File: config.mk
export PLATFORM = sky130hd
export DESIGN_NAME = uart_lockstep_side
export DESIGN_NICKNAME = d
export VERILOG_FILES = /design/src/rtl/uart_lockstep_checker.sv
export SDC_FILE = /design/constraint.sdc
export NUM_CORES = 1
export LEC_CHECK = 0
export CAP_MARGIN = 5
export CORE_MARGIN = 5
export CORE_UTILIZATION = 64
export CTS_CLUSTER_SIZE = 16
export DETAILED_ROUTE_END_ITERATION = 12
export PLACE_DENSITY = 0.84
export SETUP_SLACK_MARGIN = 0.5
export SLEW_MARGIN = 20
export SYNTH_ARGS = -nofsm -noshare
export SYNTH_HDL_FRONTEND = slang
export SYNTH_SLANG_ARGS = --single-unit
File: constraint.sdc
create_clock -name clk -period 6.35 [get_ports clk]
set_input_delay 1.27 -clock clk [delete_from_list [all_inputs] [get_ports clk]]
set_output_delay 1.27 -clock clk [all_outputs]
set_load 0.05 [all_outputs]
File: src/rtl/uart_lockstep_checker.sv
// uart_lockstep_checker: deserialises the TXD lines of two lockstep copies,
// buffers bytes per side and compares them pairwise in arrival order.
// Divergence is sticky and the first offending pair is captured.
// Optional macro RX_SYNC_EN: adds a 2-flop synchroniser (reset value 1) on each
// TXD input, moving every sampling point and the result latency by +2 cycles.
// Ports:
//   XCLK, XRES             clock (rising edge), synchronous active-low reset
//   UART_TXDLeft/Right     8N1 serial lines, idle high, LSB first
//   MISMATCH, MISBYTE_L/R  sticky divergence flag and captured bytes
//   MATCH_CNT              equal pairs compared, saturating
//   OVERFLOW, FRAME_ERR    sticky per side, bit0 = left, bit1 = right
//   QUIESCENT              both receivers idle and both FIFOs empty

// uart_lockstep_side: one UART receiver plus its byte FIFO.
// Ports: rxd serial in, pop from compare stage, head/not_empty FIFO view,
//        rx_idle receiver state, overflow/frame_err sticky error flags.
module uart_lockstep_side #(
  parameter int BAUD_DIV   = 16,
  parameter int FIFO_DEPTH = 4
) (
  input  logic       clk,
  input  logic       rst_n,
  input  logic       rxd,
  input  logic       pop,
  output logic [7:0] head,
  output logic       not_empty,
  output logic       rx_idle,
  output logic       overflow,
  output logic       frame_err
);

  localparam int AW = $clog2(FIFO_DEPTH);
  localparam logic [15:0] HALF_RELOAD = 16'(BAUD_DIV / 2 - 1);
  localparam logic [15:0] FULL_RELOAD = 16'(BAUD_DIV - 1);
  localparam logic [AW:0] DEPTH_C     = (AW + 1)'(FIFO_DEPTH);
  localparam logic [AW:0] ONE_C       = (AW + 1)'(1);

  typedef enum logic [1:0] {
    IDLE  = 2'd0,
    START = 2'd1,
    DATA  = 2'd2,
    STOP  = 2'd3
  } state_t;

  logic line;

`ifdef RX_SYNC_EN
  logic [1:0] sync;
  always_ff @(posedge clk) begin
    if (!rst_n) sync <= 2'b11;
    else        sync <= {sync[0], rxd};
  end
  assign line = sync[1];
`else
  assign line = rxd;
`endif

  state_t      state, state_nxt;
  logic        armed;
  logic [15:0] cnt;
  logic [2:0]  bit_idx;
  logic [7:0]  shreg;
  logic        tick;

  logic start_go, start_ok, sample, push, ferr_set;

  assign tick = (cnt == 16'd0);

  // state register
  always_ff @(posedge clk) begin
    if (!rst_n) state <= IDLE;
    else        state <= state_nxt;
  end

  // next-state logic
  always_comb begin
    state_nxt = state;
    case (state)
      IDLE:  if (armed && !line) state_nxt = START;
      START: if (tick) state_nxt = line ? IDLE : DATA;
      DATA:  if (tick && bit_idx == 3'd7) state_nxt = STOP;
      STOP:  if (tick) state_nxt = IDLE;
      default: state_nxt = IDLE;
    endcase
  end

  // output / strobe logic
  always_comb begin
    start_go = 1'b0;
    start_ok = 1'b0;
    sample   = 1'b0;
    push     = 1'b0;
    ferr_set = 1'b0;
    case (state)
      IDLE:  start_go = armed && !line;
      START: start_ok = tick && !line;
      DATA:  sample   = tick;
      STOP: begin
        push     = tick && line;
        ferr_set = tick && !line;
      end
      default: ;
    endcase
  end

  assign rx_idle = (state == IDLE);

  // receiver datapath; the arm bit blocks a false start when the line is low out of reset
  always_ff @(posedge clk) begin
    if (!rst_n) begin
      armed     <= 1'b0;
      cnt       <= 16'd0;
      bit_idx   <= 3'd0;
      shreg     <= 8'd0;
      frame_err <= 1'b0;
    end else begin
      armed <= armed | line;
      if (start_go)               cnt <= HALF_RELOAD;
      else if (start_ok || sample) cnt <= FULL_RELOAD;
      else if (!tick)             cnt <= cnt - 16'd1;
      if (start_ok) bit_idx <= 3'd0;
      if (sample) begin
        shreg   <= {line, shreg[7:1]};
        bit_idx <= bit_idx + 3'd1;
      end
      if (ferr_set) frame_err <= 1'b1;
    end
  end

  // byte FIFO; a pop in the same cycle frees the slot for a push to a full FIFO
  logic [7:0]    mem [FIFO_DEPTH];
  logic [AW-1:0] wptr, rptr;
  logic [AW:0]   count;
  logic          full, accept;

  assign full      = (count == DEPTH_C);
  assign accept    = push && (!full || pop);
  assign not_empty = (count != '0);
  assign head      = mem[rptr];

  always_ff @(posedge clk) begin
    if (accept) mem[wptr] <= shreg;
  end

  always_ff @(posedge clk) begin
    if (!rst_n) begin
      wptr     <= '0;
      rptr     <= '0;
      count    <= '0;
      overflow <= 1'b0;
    end else begin
      if (accept) wptr <= wptr + 1'b1;
      if (pop)    rptr <= rptr + 1'b1;
      case ({accept, pop})
        2'b10:   count <= count + ONE_C;
        2'b01:   count <= count - ONE_C;
        default: count <= count;
      endcase
      if (push && !accept) overflow <= 1'b1;
    end
  end

endmodule


==> impl_metrics.toml, run 1 <==
[status]
status = "completed"

[clock_tree]
clkTransAtPathRegs_ps = 80
ctsHoldBuffers = 0
cts_sinks = 73
clock_insertion_delay_worst_skew_ps = 340
cts_setup_buffers = 0
root_buffer = "clkbuf_8"
numCtsBuffers = 9
cts_tree = "built"
cts_resized = 0
cts_max_level = 3
clk_path_buf_depth = 2

[layout]
layout.cells.non_filler = 343
final_nets = 284
fill_cells = 335
regArea_mm2 = 0.00178
drive_gt1_share_pct = 14.1
diodes = 0
syn_to_final_growth_pct = 11.8
multi_input_area_mm2 = 0.00131

[critical_path]
crit_type = "flop to output port"
cp.required_ps = 5080
crit_path_top_delay_cell = "clkdlybuf4s50_1"
cp_slowest_stage_delay_ps = 720
critPathMaxFanout = 8
cp.arrival_ps = 2290
crit_chain = "mux4_2 > clkdlybuf4s50_1"
start_kind = "flop"
endpoint_kind = "output port"

[timing]
slew-limit-headroom_pct = 46.2
maxSlewViolCount = 0
tightest_slew_ps = 801
setup_slack_ps = 2790
holdWs_ps = 476
finalSetupViolations = 0
fin_crit_ps = 3560
fmax_ghz = 0.281
min_period_over_period_pct = 56.1
hold_viol = 0
finalClockSkew_ps = 8.81
finalSetupTns_ps = 0
rsz0062_at_grt = "false"

[yosys]
ys_ff_latch = 73
netlist_instances = 256
ys.flop_type = "dfxtp_1"
synth_top_cells_by_area = "edfxtp_1 (30%), dfxtp_1 (26%), mux4_2 (5.7%)"
synth_edf_count = 32
syn_nets = 269
ys_seq_area_share_pct = 56.0
yosys_warnings = 0
async_flop_share_pct = 0
ys_types = 48
synth_area_mm2 = 0.00318
synth_top_area_share_pct = 30.2
synth_area_leader_cell = "edfxtp_1"
syn_avg_cell_area_um2 = 12.4

[power_and_ir_drop]
share_seq_of_total_power_pct = 42.9
p_clk_share_pct = 27.1
swShare_pct = 34.6
net-switching-power_uw = 460
p_total_mw = 1.33
ir_drop_v = 0.000291
power-per-cell-area_mw_per_mm2 = 373
leakage_nw = 1.24
cellInternalPower_uw = 868
combPwrFrac_pct = 30.0

[global_routing]
grt-ovfl-total = 0
grt_max_degree = 22
antenna_found_initial = 0
grt_pass1_vias = 1889
grt_pass1_wl_um = 9130
grt_use_total_pct = 18.9

[detailed_routing]
ant_nets = 0
wl_um = 5260
drt_first_pass_iters = 4
drtIter0Drc = 114
wl_per_cell_um = 15.3
drc = 0
vias_per_cell = 5.62
dr_total_vias = 1927

[flow_run]
drv_cap = 0

[placed_design]
dp_cells = 327
place_hpwl_um = 3560
routabilityCongestion = 0.814
pre_cts_slack_ps = 2710
io_buffers = 15

[floorplan]
row_count = 25
initial_core_util_pct = 66.5
die_w_um = 80.5
die-area_mm2 = 0.00648
io_pins = 16
chipHeight_um = 80.5
core_mm2 = 0.00479

[min_path]
worstHoldPathType = "flop to flop"
==> power groups by stage <==
stage	clock, mW	combinational [mW]	sequential (mW)
after floorplan	0	0.351	0.566
after global placement	0	0.391	0.579
after detailed placement	0	0.397	0.580
after CTS	0.369	0.399	0.569
after global routing	0.394	0.440	0.577
final	0.359	0.399	0.570
==> cell families after synthesis <==
family	share of synthesized area [%]
adders and majority gates	3.77
buffers and inverters	2.75
muxes	10.4
and+or+nand+nor	17.2
DFF	56.0
AOI/OAI and AO/OA	6.33
xor gates and xnor gates	3.58
==> stage by stage <==
step           util [%]  cell area (µm²)
6_report           74.4             3560
5_1_grt            74.4             3560
4_1_cts            74.4             3560
3_5_place_dp       70.1             3360
3_3_place_gp       70.1             3360
2_1_floorplan         -             3180
==> critical path, delay by kind of cell, from the launching register on <==
family | cells | cell delay [ps]
buffers and inverters | 1 | 720
muxes | 1 | 580
DFF | 1 | 660
==> worst paths after layout <==
kind                                from  endpoint  slack (ps)  depth (start not counted)
worst max register to register    cnt[9]  count[1]        3680                          7
worst min-delay path            overflow  overflow         480                          2
worst min register to register  overflow  overflow         480                          2
worst max-delay path                flop   head[2]        2790                          2
==> metal layers <==
layer | share of wire [%] | vias up | GRT usage, %
met5 | 0 | - | 0
met4 | 2.0 | 0 | 8.95
met3 | 3.8 | 9 | 4.37
met2 | 51 | 36 | 31.1
met1 | 44 | 919 | 23.6
li1 | - | 963 | -
==> registers in the layout, summed over array words and instances (netlist names), 2 cells and up, named ones only <==
name and count:
rptr 2, cnt 16, wptr 2, bit_idx 3
count 3, shreg 8, mem 32
==> cells in the mapped netlist (2+ instances only) <==
cell type and number:
nand4_1 2, mux2i_1 14, o21a_1 4, nor4_4 4, nor2_1 38, a21oi_1 8, nand2b_1 2, dfxtp_1 41
or3_1 4, edfxtp_1 32, xnor2_1 5, clkbuf_1 4, o21ai_1 2, nand2_1 10, nor3_1 2, nand3_1 7
buf_2 4, o21ai_0 4, ha_1 8, nor4_1 3, and2_1 6, or4_1 2, a22oi_1 3, xor2_1 8
inv_1 7, buf_6 2, o31ai_1 2, mux4_2 8
==> final cells by class <==
| type | instances | share of cell area [%] |
|---|---|---|
| clock buffers | 9 | 3.48 |
| clock inverters | 7 | 2.25 |
| multi-input cells | 165 | 36.9 |
| inverters | 7 | 0.738 |
| flip-flops and latches | 73 | 50.1 |
| well taps | 67 | 2.36 |
| repair buffers | 15 | 4.22 |
==> layout by cell type (no fill, tap or decap), drive strengths merged, types with 7 or more instances in the layout <==
master and n:
clkdlybuf4s50 15, edfxtp 32, nand2 11, dfxtp 41, ha 8, inv 8
a21oi 8, nor2 39, mux4 8, xor2 8, nand3 7, mux2i 14
nor4 7, clkbuf 9
Note: power is estimated with default switching activity, not from simulation.
==> inputs of run 2 (changes only) <==
--- a/config.mk
+++ b/config.mk
@@ -7,10 +7,10 @@
 export LEC_CHECK = 0
 export CAP_MARGIN = 5
 export CORE_MARGIN = 5
-export CORE_UTILIZATION = 64
+export CORE_UTILIZATION = 59
 export CTS_CLUSTER_SIZE = 16
 export DETAILED_ROUTE_END_ITERATION = 12
-export PLACE_DENSITY = 0.84
+export PLACE_DENSITY = 0.78
 export SETUP_SLACK_MARGIN = 0.5
 export SLEW_MARGIN = 20
 export SYNTH_ARGS = -nofsm -noshare
==> constraint.sdc (replaced) <==
create_clock -name clk -period 3.5 [get_ports clk]
set_input_delay 0.7 -clock clk [delete_from_list [all_inputs] [get_ports clk]]
set_output_delay 0.7 -clock clk [all_outputs]
set_load 0.05 [all_outputs]
==> run 2 against run 1 <==
Against the previous run:
- global-route usage down 2.5 points
- combinational power grew 83%
- via count about the same
- die area rose by 7.4%
==> impl_metrics.toml, run 2 (synthesized netlist as in run 1, its figures left out) <==
[timing]
min_period_over_period_pct = 81.4
fmax_ghz = 0.351
maxSlewViolCount = 0
finalSetupViolations = 0
finalSetupTns_ps = 0
hold_viol = 0
slew-limit-headroom_pct = 44.8
finalClockSkew_ps = 4.94
fin_crit_ps = 2850
rsz0062_at_grt = "false"
tightest_slew_ps = 821
holdWs_ps = 487

[global_routing]
grt_pass1_wl_um = 9110
grt-ovfl-total = 0
grt_use_total_pct = 16.4
antenna_found_initial = 0
grt_max_degree = 22
grt_pass1_vias = 1882

[critical_path]
crit_family = "buffers and inverters"
cp_slowest_stage_delay_ps = 720
cp.required_ps = 2800
worstPathBufferInverterCount = 1
reg2reg_depth = 7
critPathMaxFanout = 8
crit_type = "flop to output port"
critical_path_depth = 2
cp.arrival_ps = 2150
crit_path_top_delay_cell = "clkdlybuf4s50_1"
crit_chain = "mux4_2 > clkdlybuf4s50_1"
start_kind = "flop"
endpoint_kind = "output port"

[detailed_routing]
wl_per_cell_um = 15.6
wl_um = 5410
drc = 0
drt_first_pass_iters = 4
vias_per_cell = 5.55
dr_total_vias = 1926
drtIter0Drc = 91
ant_nets = 0

[floorplan]
chipHeight_um = 83.5
die_w_um = 83.5
core_mm2 = 0.00517
initial_core_util_pct = 61.5
row_count = 26
io_pins = 16
die-area_mm2 = 0.00696

[clock_tree]
root_buffer = "clkbuf_8"
clk_path_buf_depth = 2
cts_tree = "built"
numCtsBuffers = 9
cts_setup_buffers = 0
ctsHoldBuffers = 0
clkTransAtPathRegs_ps = 70
clock_insertion_delay_worst_skew_ps = 340
cts_max_level = 3
cts_sinks = 73

[layout]
top_regs = "mem (32), cnt (16), shreg (8)"
syn_to_final_growth_pct = 12.7
drive_gt1_share_pct = 14.4
layout.cells.most_common = "dfxtp_1"
layout_common_cells = "dfxtp_1 (40), nor2_1 (38), edfxtp_1 (32)"
largest_reg_flops = 32
diodes = 0
final_nets = 285
top_register = "mem"

[status]
status = "completed"

[placed_design]
routabilityCongestion = 0.762
place_hpwl_um = 3730
io_buffers = 15

[power_and_ir_drop]
leakage_nw = 1.25
power-per-cell-area_mw_per_mm2 = 690
ir_drop_v = 0.000492

[flow_run]
drv_cap = 0

[min_path]
worstHoldPathType = "flop to flop"
whs_path_depth = 2
[run 2: worst paths after layout]
check	start	endpoint	slack (ps)
setup / recovery	flop	head[5]	650
hold / removal	overflow	overflow	490
setup reg to reg	cnt[9]	count[1]	840
hold reg to reg	overflow	overflow	490
[run 2: per-stage QoR]
step,setup WS [ps],power [mW],cells,utilization [%],cell area [µm²]
after detailed placement,400,1.78,331,65.1,3370
after floorplan,1150,1.66,256,-,3180
after global routing,542,2.62,347,69.3,3590
after global placement,449,1.77,331,65.1,3370
final,651,2.48,347,69.3,3590
after CTS,599,2.49,347,69.3,3590
[run 2: repair_timing]
| action | in CTS | in global routing |
|---|---|---|
| gates resized for setup | 1 | 0 |
| endpoints found under the hold margin | 0 | 0 |
| setup endpoints to repair | 8 | 0 |
[run 2: routing by layer]
metal / wire, µm / track usage (%) / up-vias
li1: - / - / 956
met4: 82 / 5.85 / 0
met1: 2450 / 20.2 / 934
met3: 178 / 4.54 / 8
met5: 0 / 0 / -
met2: 2700 / 27.8 / 28
[run 2: report_power, final]
group,switching (mW),total [mW],internal (mW)
registers,0.0874,1.03,0.948
logic,0.435,0.729,0.294
clock network,0.311,0.712,0.401
total,0.833,2.48,1.64
[run 2: tightest hold or removal path: cells and delay by family, from the launching register on]
| kind | cells | cell delay, ps |
|---|---|---|
| and+or+nand+nor | 1 | 80 |
| DFF | 1 | 330 |
| AOI/OAI and AO/OA | 1 | 50 |
[run 2: layout make-up]
| type | instances | area [µm²] |
|---|---|---|
| multi-input combinational | 165 | 1310 |
| timing repair buffer | 16 | 158 |
| inverter | 7 | 26.3 |
| fill | 357 | 1590 |
| clock buffer | 9 | 124 |
| tap | 70 | 87.6 |
| clock inverter | 7 | 93.8 |
| sequential | 73 | 1780 |
==> inputs of run 3 (changes only) <==
==> constraint.sdc (replaced) <==
create_clock -name clk -period 2.9 [get_ports clk]
set_input_delay 0.58 -clock clk [delete_from_list [all_inputs] [get_ports clk]]
set_output_delay 0.58 -clock clk [all_outputs]
set_load 0.05 [all_outputs]
==> run 3 against run 2 <==
Against the previous run:
- sequential cell count unchanged
- register-to-register slack lost 300 ps
- highest routed layer unchanged
- routed wire length down 1.2%
- critical path depth up 5
- critical endpoint is now count[1]
- core utilization grew 1.2 points
- first-iteration DRC count down 31%
- via count increased by 1.9%
- sequential power is 21% higher
- cell count increased by 2.9%
- design area grew 1.7%
- count of clock-buffer cells in the layout grew 2
==> impl_metrics.toml, run 3 (synthesized netlist as in run 1, its figures left out) <==
[status]
status = "completed"

[placed_design]
io_buffers = 15
dp_cells = 338
routabilityCongestion = 0.812
place_hpwl_um = 3760
pre_cts_slack_ps = 105

[global_routing]
grt_pass1_wl_um = 9180
grt_use_total_pct = 16.8
grt-ovfl-total = 0
grt_pass1_vias = 1952
grt_max_degree = 22
antenna_found_initial = 0

[clock_tree]
numCtsBuffers = 9
ctsHoldBuffers = 0
cts_sinks = 73
clock_insertion_delay_worst_skew_ps = 340
clkTransAtPathRegs_ps = 70
root_buffer = "clkbuf_8"
cts_tree = "built"
clk_path_buf_depth = 2
cts_max_level = 3

[layout]
utilization_pct = 70.5
top_register = "mem"
syn_to_final_growth_pct = 14.6
final_nets = 295
drive_gt1_share_pct = 22.6
layout_common_cells = "nor2_1 (37), dfxtp_1 (37), edfxtp_1 (32)"
layout.cells.non_filler = 357
largest_reg_flops = 32
diodes = 0
top_regs = "mem (32), cnt (16), shreg (8)"
fill_cells = 375

[detailed_routing]
ant_nets = 0
drc = 0
wl_per_cell_um = 15.0
vias_per_cell = 5.50
dr_total_vias = 1962
drtIter0Drc = 63
drt_first_pass_iters = 4
wl_um = 5350

[floorplan]
core_mm2 = 0.00517
chipHeight_um = 83.5
initial_core_util_pct = 61.5
row_count = 26
die-area_mm2 = 0.00696
die_w_um = 83.5
io_pins = 16

[power_and_ir_drop]
share_seq_of_total_power_pct = 40.9
p_clk_share_pct = 28.3
swShare_pct = 33.1
power-per-cell-area_mw_per_mm2 = 835
combPwrFrac_pct = 30.8
net-switching-power_mw = 1.01
cellInternalPower_mw = 2.04
leakage_nw = 1.31
ir_drop_v = 0.000730

[timing]
rsz0062_at_grt = "true"
finalClockSkew_ps = 8.95
hold_viol = 0
finalSetupTns_ps = 0
holdWs_ps = 483
min_period_over_period_pct = 81.3
slew-limit-headroom_pct = 48.3
finalSetupViolations = 0
maxSlewViolCount = 0
tightest_slew_ps = 770
setup_slack_ps = 541
fmax_ghz = 0.424
fin_crit_ps = 2360

[critical_path]
cp.arrival_ps = 2550
start_kind = "flop"
critPathMaxFanout = 4
cp.required_ps = 3090
crit_type = "flop to flop"
endpoint_kind = "flop"

[min_path]
worstHoldPathType = "flop to flop"

[flow_run]
drv_cap = 0
[run 3: repair_timing]
item,CTS,global route
pin swaps,4,8
setup buffers,2,1
resized for setup,14,25
endpoints found under the setup margin,9,10
[run 3: path summary, 6_finish.rpt]
| path | end | cells after the start | slack [ps] | from |
|---|---|---|---|---|
| worst max-delay path | count[1] | 7 | 540 | cnt[10] |
| worst min-delay path | overflow | 2 | 480 | overflow |
| worst max register to register | count[1] | 7 | 540 | cnt[10] |
| worst min register to register | overflow | 2 | 480 | overflow |
[run 3: cell type report]
| class | count | area (µm²) | share of cell area [%] |
|---|---|---|---|
| tap | 70 | 87.6 | 2.40 |
| clock inverter | 5 | 80.1 | 2.19 |
| clock buffer | 11 | 141 | 3.88 |
| timing repair buffer | 26 | 195 | 5.35 |
| sequential | 73 | 1790 | 49.1 |
| multi-input combinational | 165 | 1330 | 36.4 |
| inverter | 7 | 26.3 | 0.720 |
[run 3: per-layer routing]
layer,vias to the layer above,GRT usage [%],wire length [µm]
li1,981,-,-
met1,939,19.5,2320
met5,-,0,0
met3,9,5.43,194
met4,0,7.46,74
met2,33,28.3,2760
[run 3: power groups by stage]
stage / Combinational (mW) / Clock, mW / Sequential, mW
2_1_floorplan: 0.768 / 0 / 1.24
3_3_place_gp: 0.892 / 0 / 1.26
3_5_place_dp: 0.909 / 0 / 1.26
4_1_cts: 0.922 / 0.885 / 1.24
5_1_grt: 1.04 / 0.947 / 1.26
6_report: 0.938 / 0.862 / 1.25
[run 3: per-stage QoR]
step           total power, mW  instance area [µm²]
2_1_floorplan             2.01                 3180
3_3_place_gp              2.16                 3420
3_5_place_dp              2.17                 3420
4_1_cts                   3.05                 3650
5_1_grt                   3.25                 3650
6_report                  3.05                 3650
[run 3: critical path, stage by stage (launching register included)]
cell      delay, ps
dfxtp_4         360
nor4_4          350
nand4_4         130
or3_4           350
and2_4          150
fa_1            510
a221oi_2        300
a311oi_2         70
